## config.mk

```make
export PLATFORM = sky130hd
export DESIGN_NAME = tdc_sample_ctrl
export DESIGN_NICKNAME = d
export VERILOG_FILES = /design/src/rtl/tdc_sample_ctrl.sv
export SDC_FILE = /design/constraint.sdc
export NUM_CORES = 1
export LEC_CHECK = 0
export BUFFER_PORTS_ARGS = -buffer_cell sky130_fd_sc_hd__buf_4
export CAP_MARGIN = 20
export CORE_ASPECT_RATIO = 1.4
export CORE_MARGIN = 10
export CORE_UTILIZATION = 52
export DETAILED_ROUTE_END_ITERATION = 8
export GPL_ROUTABILITY_DRIVEN = 0
export PLACE_DENSITY = 0.78
export SYNTH_ARGS = -nofsm -noshare
export SYNTH_HDL_FRONTEND = slang
export SYNTH_SLANG_ARGS = --single-unit
export TNS_END_PERCENT = 30
```

## constraint.sdc

```tcl
create_clock -name clk -period 8.2 [get_ports clk]
set_input_delay 0.82 -clock clk [delete_from_list [all_inputs] [get_ports clk]]
set_output_delay 0.82 -clock clk [all_outputs]
set_load 0.005 [all_outputs]
```

## src/rtl/tdc_sample_ctrl.sv

```systemverilog
// -----------------------------------------------------------------------------
// tdc_sample_ctrl
//
// Sequencer for the SRAM22 time-to-digital converter macro. Each sample:
// hold the TDC in reset, release it, launch the start edge (tdc_a), wait a
// programmable number of cycles, issue the stop edge (tdc_b), let the
// thermometer output settle, capture it and decode it by population count.
// A burst of N samples is run and last/min/max/sum results are accumulated
// for the BIST / scan-chain readout.
//
// Optional feature (macro TDC_BUBBLE_CHECK_EN): adds bubble_err (sticky,
// cleared on start) and bubble_cnt (saturating). Each captured word is
// checked for being a clean thermometer code 0..01..1. Decoding still uses
// popcount either way.
//
// Ports:
//   clk           controller clock
//   reset_b       synchronous active-low reset
//   start         one-cycle burst request, honoured only in IDLE
//   abort         cancel the burst in progress (wins over start in IDLE)
//   num_samples   samples per burst, 0 behaves as 1, latched on start
//   delay_cycles  start-to-stop wait cycles, latched on start
//   busy          high whenever the sequencer is not idle
//   done          one-cycle pulse at burst completion
//   tdc_a         TDC start edge
//   tdc_b         TDC stop edge
//   tdc_reset_b   TDC active-low reset (held low while idle)
//   tdc_dout      TDC thermometer output
//   result_last   most recent decoded sample
//   result_min    burst minimum
//   result_max    burst maximum
//   result_sum    burst sum
//   sample_cnt    samples completed in the current / last burst
//   bubble_err    (TDC_BUBBLE_CHECK_EN) sticky non-thermometer flag
//   bubble_cnt    (TDC_BUBBLE_CHECK_EN) saturating non-thermometer count
// -----------------------------------------------------------------------------
module tdc_sample_ctrl #(
    parameter int TDC_WIDTH     = 252,
    parameter int CODE_W        = 8,
    parameter int NS_W          = 8,
    parameter int DLY_W         = 4,
    parameter int RST_CYCLES    = 2,
    parameter int SETTLE_CYCLES = 2
) (
    input  logic                   clk,
    input  logic                   reset_b,
    input  logic                   start,
    input  logic                   abort,
    input  logic [NS_W-1:0]        num_samples,
    input  logic [DLY_W-1:0]       delay_cycles,
    output logic                   busy,
    output logic                   done,
    output logic                   tdc_a,
    output logic                   tdc_b,
    output logic                   tdc_reset_b,
    input  logic [TDC_WIDTH-1:0]   tdc_dout,
    output logic [CODE_W-1:0]      result_last,
    output logic [CODE_W-1:0]      result_min,
    output logic [CODE_W-1:0]      result_max,
    output logic [CODE_W+NS_W-1:0] result_sum,
    output logic [NS_W-1:0]        sample_cnt
`ifdef TDC_BUBBLE_CHECK_EN
    ,
    output logic                   bubble_err,
    output logic [NS_W-1:0]        bubble_cnt
`endif
);

    // Counter wide enough for RST_CYCLES, SETTLE_CYCLES and the delay range.
    localparam int CNT_W = 16;
    localparam int SUM_W = CODE_W + NS_W;

    typedef enum logic [3:0] {
        S_IDLE    = 4'd0,
        S_RST     = 4'd1,
        S_ARM     = 4'd2,
        S_LAUNCH  = 4'd3,
        S_WAIT    = 4'd4,
        S_STOP    = 4'd5,
        S_CAPTURE = 4'd6,
        S_ACCUM   = 4'd7,
        S_DONE    = 4'd8
    } state_t;

    // Control output vector packed as {busy, done, tdc_reset_b, tdc_a, tdc_b}.
    function automatic logic [4:0] ctl_for(input state_t s);
        logic [4:0] c;
        case (s)
            S_IDLE:    c = 5'b00000;
            S_RST:     c = 5'b10000;
            S_ARM:     c = 5'b10100;
            S_LAUNCH:  c = 5'b10110;
            S_WAIT:    c = 5'b10110;
            S_STOP:    c = 5'b10111;
            S_CAPTURE: c = 5'b10111;
            S_ACCUM:   c = 5'b10100;
            S_DONE:    c = 5'b11100;
            default:   c = 5'b00000;
        endcase
        return c;
    endfunction

    // Bubble-tolerant decode: number of set bits, whatever their positions.
    function automatic logic [CODE_W-1:0] popcount(input logic [TDC_WIDTH-1:0] v);
        logic [CODE_W-1:0] acc;
        acc = '0;
        for (int i = 0; i < TDC_WIDTH; i++) begin
            acc = acc + CODE_W'(v[i]);
        end
        return acc;
    endfunction

`ifdef TDC_BUBBLE_CHECK_EN
    // A clean code 0..01..1 plus one is a power of two (or wraps to zero),
    // so it shares no set bit with itself.
    function automatic logic is_thermometer(input logic [TDC_WIDTH-1:0] v);
        return ((v & (v + TDC_WIDTH'(1'b1))) == '0);
    endfunction
`endif

    state_t                 state_r;
    logic [4:0]             ctl_r;
    logic [CNT_W-1:0]       cnt_r;
    logic [NS_W-1:0]        n_eff_r;
    logic [DLY_W-1:0]       dly_r;
    logic [TDC_WIDTH-1:0]   dout_r;
    logic [CODE_W-1:0]      result_last_r;
    logic [CODE_W-1:0]      result_min_r;
    logic [CODE_W-1:0]      result_max_r;
    logic [SUM_W-1:0]       result_sum_r;
    logic [NS_W-1:0]        sample_cnt_r;
    logic [CODE_W-1:0]      code_s;
    logic                   last_sample_s;
`ifdef TDC_BUBBLE_CHECK_EN
    logic                   therm_ok_s;
    logic                   bubble_err_r;
    logic [NS_W-1:0]        bubble_cnt_r;
`endif

    // Decode of the word registered at the end of CAPTURE; used in ACCUM.
    always_comb begin
        code_s        = popcount(dout_r);
        last_sample_s = ((NS_W+1)'(sample_cnt_r) + (NS_W+1)'(1'b1)) == (NS_W+1)'(n_eff_r);
`ifdef TDC_BUBBLE_CHECK_EN
        therm_ok_s    = is_thermometer(dout_r);
`endif
    end

    // Burst sequencer: state, phase counter, latched config, results.
    always_ff @(posedge clk) begin
        if (!reset_b) begin
            state_r       <= S_IDLE;
            ctl_r         <= ctl_for(S_IDLE);
            cnt_r         <= '0;
            n_eff_r       <= '0;
            dly_r         <= '0;
            dout_r        <= '0;
            result_last_r <= '0;
            result_min_r  <= '0;
            result_max_r  <= '0;
            result_sum_r  <= '0;
            sample_cnt_r  <= '0;
`ifdef TDC_BUBBLE_CHECK_EN
            bubble_err_r  <= 1'b0;
            bubble_cnt_r  <= '0;
`endif
        end else if (abort && (state_r != S_IDLE)) begin
            // Cancel: back to idle with the TDC in reset; results keep
            // their partial values and no done pulse is produced.
            state_r <= S_IDLE;
            ctl_r   <= ctl_for(S_IDLE);
        end else begin
            case (state_r)
                S_IDLE: begin
                    if (start && !abort) begin
                        n_eff_r      <= (num_samples == '0) ? NS_W'(1'b1) : num_samples;
                        dly_r        <= delay_cycles;
                        result_sum_r <= '0;
                        result_max_r <= '0;
                        result_min_r <= '1;
                        sample_cnt_r <= '0;
`ifdef TDC_BUBBLE_CHECK_EN
                        bubble_err_r <= 1'b0;
`endif
                        cnt_r        <= CNT_W'(RST_CYCLES - 1);
                        state_r      <= S_RST;
                        ctl_r        <= ctl_for(S_RST);
                    end else begin
                        state_r <= S_IDLE;
                        ctl_r   <= ctl_for(S_IDLE);
                    end
                end
                S_RST: begin
                    if (cnt_r == '0) begin
                        state_r <= S_ARM;
                        ctl_r   <= ctl_for(S_ARM);
                    end else begin
                        cnt_r <= cnt_r - CNT_W'(1'b1);
                    end
                end
                S_ARM: begin
                    state_r <= S_LAUNCH;
                    ctl_r   <= ctl_for(S_LAUNCH);
                end
                S_LAUNCH: begin
                    // A zero delay skips WAIT entirely.
                    if (dly_r == '0) begin
                        cnt_r   <= CNT_W'(SETTLE_CYCLES - 1);
                        state_r <= S_STOP;
                        ctl_r   <= ctl_for(S_STOP);
                    end else begin
                        cnt_r   <= CNT_W'(dly_r) - CNT_W'(1'b1);
                        state_r <= S_WAIT;
                        ctl_r   <= ctl_for(S_WAIT);
                    end
                end
                S_WAIT: begin
                    if (cnt_r == '0) begin
                        cnt_r   <= CNT_W'(SETTLE_CYCLES - 1);
                        state_r <= S_STOP;
                        ctl_r   <= ctl_for(S_STOP);
                    end else begin
                        cnt_r <= cnt_r - CNT_W'(1'b1);
                    end
                end
                S_STOP: begin
                    if (cnt_r == '0) begin
                        state_r <= S_CAPTURE;
                        ctl_r   <= ctl_for(S_CAPTURE);
                    end else begin
                        cnt_r <= cnt_r - CNT_W'(1'b1);
                    end
                end
                S_CAPTURE: begin
                    dout_r  <= tdc_dout;
                    state_r <= S_ACCUM;
                    ctl_r   <= ctl_for(S_ACCUM);
                end
                S_ACCUM: begin
                    result_last_r <= code_s;
                    result_sum_r  <= result_sum_r + SUM_W'(code_s);
                    if (code_s < result_min_r) begin
                        result_min_r <= code_s;
                    end
                    if (code_s > result_max_r) begin
                        result_max_r <= code_s;
                    end
                    sample_cnt_r  <= sample_cnt_r + NS_W'(1'b1);
`ifdef TDC_BUBBLE_CHECK_EN
                    if (!therm_ok_s) begin
                        bubble_err_r <= 1'b1;
                        if (bubble_cnt_r != '1) begin
                            bubble_cnt_r <= bubble_cnt_r + NS_W'(1'b1);
                        end
                    end
`endif
                    if (last_sample_s) begin
                        state_r <= S_DONE;
                        ctl_r   <= ctl_for(S_DONE);
                    end else begin
                        cnt_r   <= CNT_W'(RST_CYCLES - 1);
                        state_r <= S_RST;
                        ctl_r   <= ctl_for(S_RST);
                    end
                end
                S_DONE: begin
                    state_r <= S_IDLE;
                    ctl_r   <= ctl_for(S_IDLE);
                end
                default: begin
                    state_r <= S_IDLE;
                    ctl_r   <= ctl_for(S_IDLE);
                end
            endcase
        end
    end

    assign busy        = ctl_r[4];
    assign done        = ctl_r[3];
    assign tdc_reset_b = ctl_r[2];
    assign tdc_a       = ctl_r[1];
    assign tdc_b       = ctl_r[0];
    assign result_last = result_last_r;
    assign result_min  = result_min_r;
    assign result_max  = result_max_r;
    assign result_sum  = result_sum_r;
    assign sample_cnt  = sample_cnt_r;
`ifdef TDC_BUBBLE_CHECK_EN
    assign bubble_err  = bubble_err_r;
    assign bubble_cnt  = bubble_cnt_r;
`endif

endmodule

```

==> results.ini <==
[run_status]
status = finished, violations left
violations = setup timing

[routing]
vias_per_cell = 5.282
routed_wl_um = 56130
drt_iter0_markers = 968
wire_per_inst_um = 17.72
drc = 0
routed-via-count = 16730
drtPass1Iterations = 7
ant_nets = 0

[pwr]
powerDensity_mw_per_mm2 = 148.4
p_leak_nw = 9.691
ir_worst_vdd_uv = 142.1
p_total_mw = 3.632

[synthesis]
synth-seq-area-share = 0.3367
synth.distinct_cells = 64
synth_flop_cell = dfxtp_1
syn_inst = 2365
ys_ff_latch = 337
synth_nets = 2935
synth_edf_count = 0
yosysWarnings = 0
synth_area_mm2 = 0.02004
synth-async-reset-ratio = 0
avgSynthCellArea_um2 = 8.473

[setup_path]
path_max_fanout = 5
required_ns = 8.61
path_class = register to register
crit_path_top_delay_cell = fa_1
reg2reg_from = dout_r[179]$_SDFFE_PN0P_
r2r-end = result_min[2]$_SDFFE_PN0P_
cp-start-kind = register
critical-path-max-stage-delay_ns = 0.58
r2r_setup_slack_ns = -0.56
crit_path_frequent_cell = fa_1
arrival_ns = 9.16
r2r_cells = 30
setup.worst_path.end_class = register

[place]
io_buffers = 320
hpwl_um = 43100
dpl.cell_count = 3094

[sta]
setup_viol_count_final = 27
drv_slew = 0
fin_crit_sh = 1.068
relSlewSlack = 0.1192
min_period_ns = 8.755
fmax_ghz = 0.1142
worst_hold_slack_ns = 0.4544
fin_skew_ns = 0.02361
fin_ws_ns = -0.5550
tightest_slew_ns = 1.321
finalHoldViolCount = 0
grt_setup_unrepaired = true

[floorplan]
rows = 85
core_area_mm2 = 0.03829
start_util = 0.5234
die_area_mm2 = 0.04690
io_pins = 321
die_width_um = 185.9
die_h_um = 252.3

[clock_tree]
htree_levels = 2
postCtsHoldBufs = 0
cts_sinks = 337
path_clk_slew_ns = 0.06
worstSkewPairLatency_ns = 0.53
clk_path_buf_depth = 3
cts_tree = yes
numCtsBuffers = 36
root_buffer = clkbuf_16

[worst_hold_path]
holdPathEnd = dout_r[168]$_SDFFE_PN0P_
hold_class = register to register
min_from = dout_r[168]$_SDFFE_PN0P_
holdPathStages = 2

[grt]
grt_max_degree = 253
overflow = 0
grt_pass1_wl_um = 88690
grt_pass1_vias = 17610
antenna_found_initial = 0
gr-usage-all-layers = 0.2372

[finish]
fill_cells = 3154
stdcell_count = 3167
drive_gt1_frac = 0.1897
areaGrowthSynthToFinish_pct = 22.10
antenna_cells = 0
nets = 3234

[run]
maxCapViolations = 0

==> logic make-up after synthesis <==
| kind of cell | after synthesis | share of synthesized area |
|---|---|---|
| compound gates | 433 | 0.1217 |
| xor+xnor | 26 | 0.01136 |
| fa+ha+maj | 302 | 0.2777 |
| buf+inv | 511 | 0.09684 |
| flops | 337 | 0.3367 |
| mux | 3 | 0.001499 |
| simple gates | 753 | 0.1542 |
==> worst max-delay path, delay by kind of cell (launching register included) <==
family	cells	cell delay (ns)
buffers and inverters	10	1.00
XOR/XNOR	1	0.12
flip-flops	1	0.33
adder cells (fa/ha/maj)	13	6.08
AO/OA/AOI/OAI	6	1.10
==> worst max-delay path by stage <==
stage | from | to | slack [ns] | depth (start not counted)
after global placement | dout_r[0]$_SDFFE_PN0P_ | result_min[6]$_SDFFE_PN0P_ | -0.58 | 23
after detailed placement | dout_r[0]$_SDFFE_PN0P_ | result_min[4]$_SDFFE_PN0P_ | -0.80 | 23
after CTS | dout_r[21]$_SDFFE_PN0P_ | result_max[7]$_SDFFE_PN0P_ | -0.59 | 30
after floorplan | dout_r[155]$_SDFFE_PN0P_ | result_max[6]$_SDFFE_PN0P_ | -0.31 | 31
final | dout_r[179]$_SDFFE_PN0P_ | result_min[2]$_SDFFE_PN0P_ | -0.56 | 30
after global routing | dout_r[149]$_SDFFE_PN0P_ | result_max[6]$_SDFFE_PN0P_ | -0.89 | 32
==> registers in the layout, indices dropped and copies added, names as in the netlist <==
| register | count |
|---|---|
| cnt_r | 16 |
| ctl_r | 5 |
| dly_r | 4 |
| dout_r | 252 |
| n_eff_r | 8 |
| result_last | 8 |
| result_max | 8 |
| result_min | 8 |
| result_sum | 16 |
| sample_cnt | 8 |
| state_r | 4 |
==> what timing repair did <==
item	4_1_cts	5_1_grt
pin swaps	38	24
gates resized for setup	29	33
setup buffers	7	2
endpoints found under the setup margin	29	30
==> metal layers <==
layer / global-route usage / up-vias / wire [µm]
met4: 0.08728 / 0 / 2031
met1: 0.2656 / 8045 / 20850
met5: 0 / - / 0
met2: 0.4367 / 576 / 29870
met3: 0.03999 / 117 / 3381
li1: - / 7990 / -
==> metrics by stage <==
stage	setup WS [ns]	utilization	TNS (ns)	area, µm²
final	-0.5550	0.6391	-11.82	24470
after detailed placement	-0.8042	0.6009	-18.90	23010
after floorplan	-0.3113	-	-3.585	20090
after global placement	-0.5783	0.6009	-13.91	23010
after global routing	-0.8902	0.6391	-20.88	24470
after CTS	-0.5887	0.6362	-11.56	24360
==> power by group <==
group | total [mW] | internal (mW) | switching [mW]
clock network | 1.64 | 0.953 | 0.686
registers | 1.68 | 1.65 | 0.0211
logic | 0.317 | 0.152 | 0.165
==> cell type report <==
type / instances / area [µm²] / share of cell area
timing repair buffer: 374 / 2818 / 0.1152
clock buffer: 48 / 997.2 / 0.04075
tap: 478 / 598.1 / 0.02444
sequential: 337 / 6755 / 0.2761
clock inverter: 15 / 163.9 / 0.006699
inverter: 398 / 1501 / 0.06136
multi-input combinational: 1517 / 11630 / 0.4755
==> cell usage in the layout (no fill, tap or decap), types with 6 or more instances in the layout <==
cell and instances:
a21oi_1 306, a22oi_1 12, a31oi_1 7, buf_4 372, clkbuf_1 8, clkbuf_16 37
clkinv_2 8, dfxtp_1 330, dfxtp_2 7, fa_1 223, fa_2 15, ha_1 57
ha_4 7, inv_1 385, inv_2 12, nand2_1 581, nand3_1 14, nand4_1 6
nor2_1 60, nor2b_1 7, nor3_1 27, nor4_1 11, o211ai_1 8, o21a_1 6
o21ai_0 26, o21ai_1 6, o221a_2 7, o31ai_1 8, or3_1 7, xnor2_1 12
xor2_1 10
==> cells in the mapped netlist, types with 6 or more instances <==
library cell,number,area share
o211ai_1,8,0.0030
o21ai_0,32,0.0080
nor2_1,64,0.012
nand3_1,14,0.0035
ha_1,64,0.040
fa_1,238,0.24
nor2b_1,7,0.0022
o31ai_1,9,0.0034
or3_1,9,0.0028
nand4_1,6,0.0019
o221a_2,7,0.0039
dfxtp_1,337,0.34
nor3_1,28,0.0070
a31oi_1,7,0.0022
a22oi_1,12,0.0045
a211oi_1,6,0.0022
xor2_1,10,0.0044
clkbuf_1,107,0.020
a21oi_1,311,0.078
o21a_1,6,0.0022
nand2_1,581,0.11
inv_1,397,0.074
nor4_1,13,0.0041
xnor2_1,16,0.0070
No activity file was read; power rests on OpenSTA's default activity.
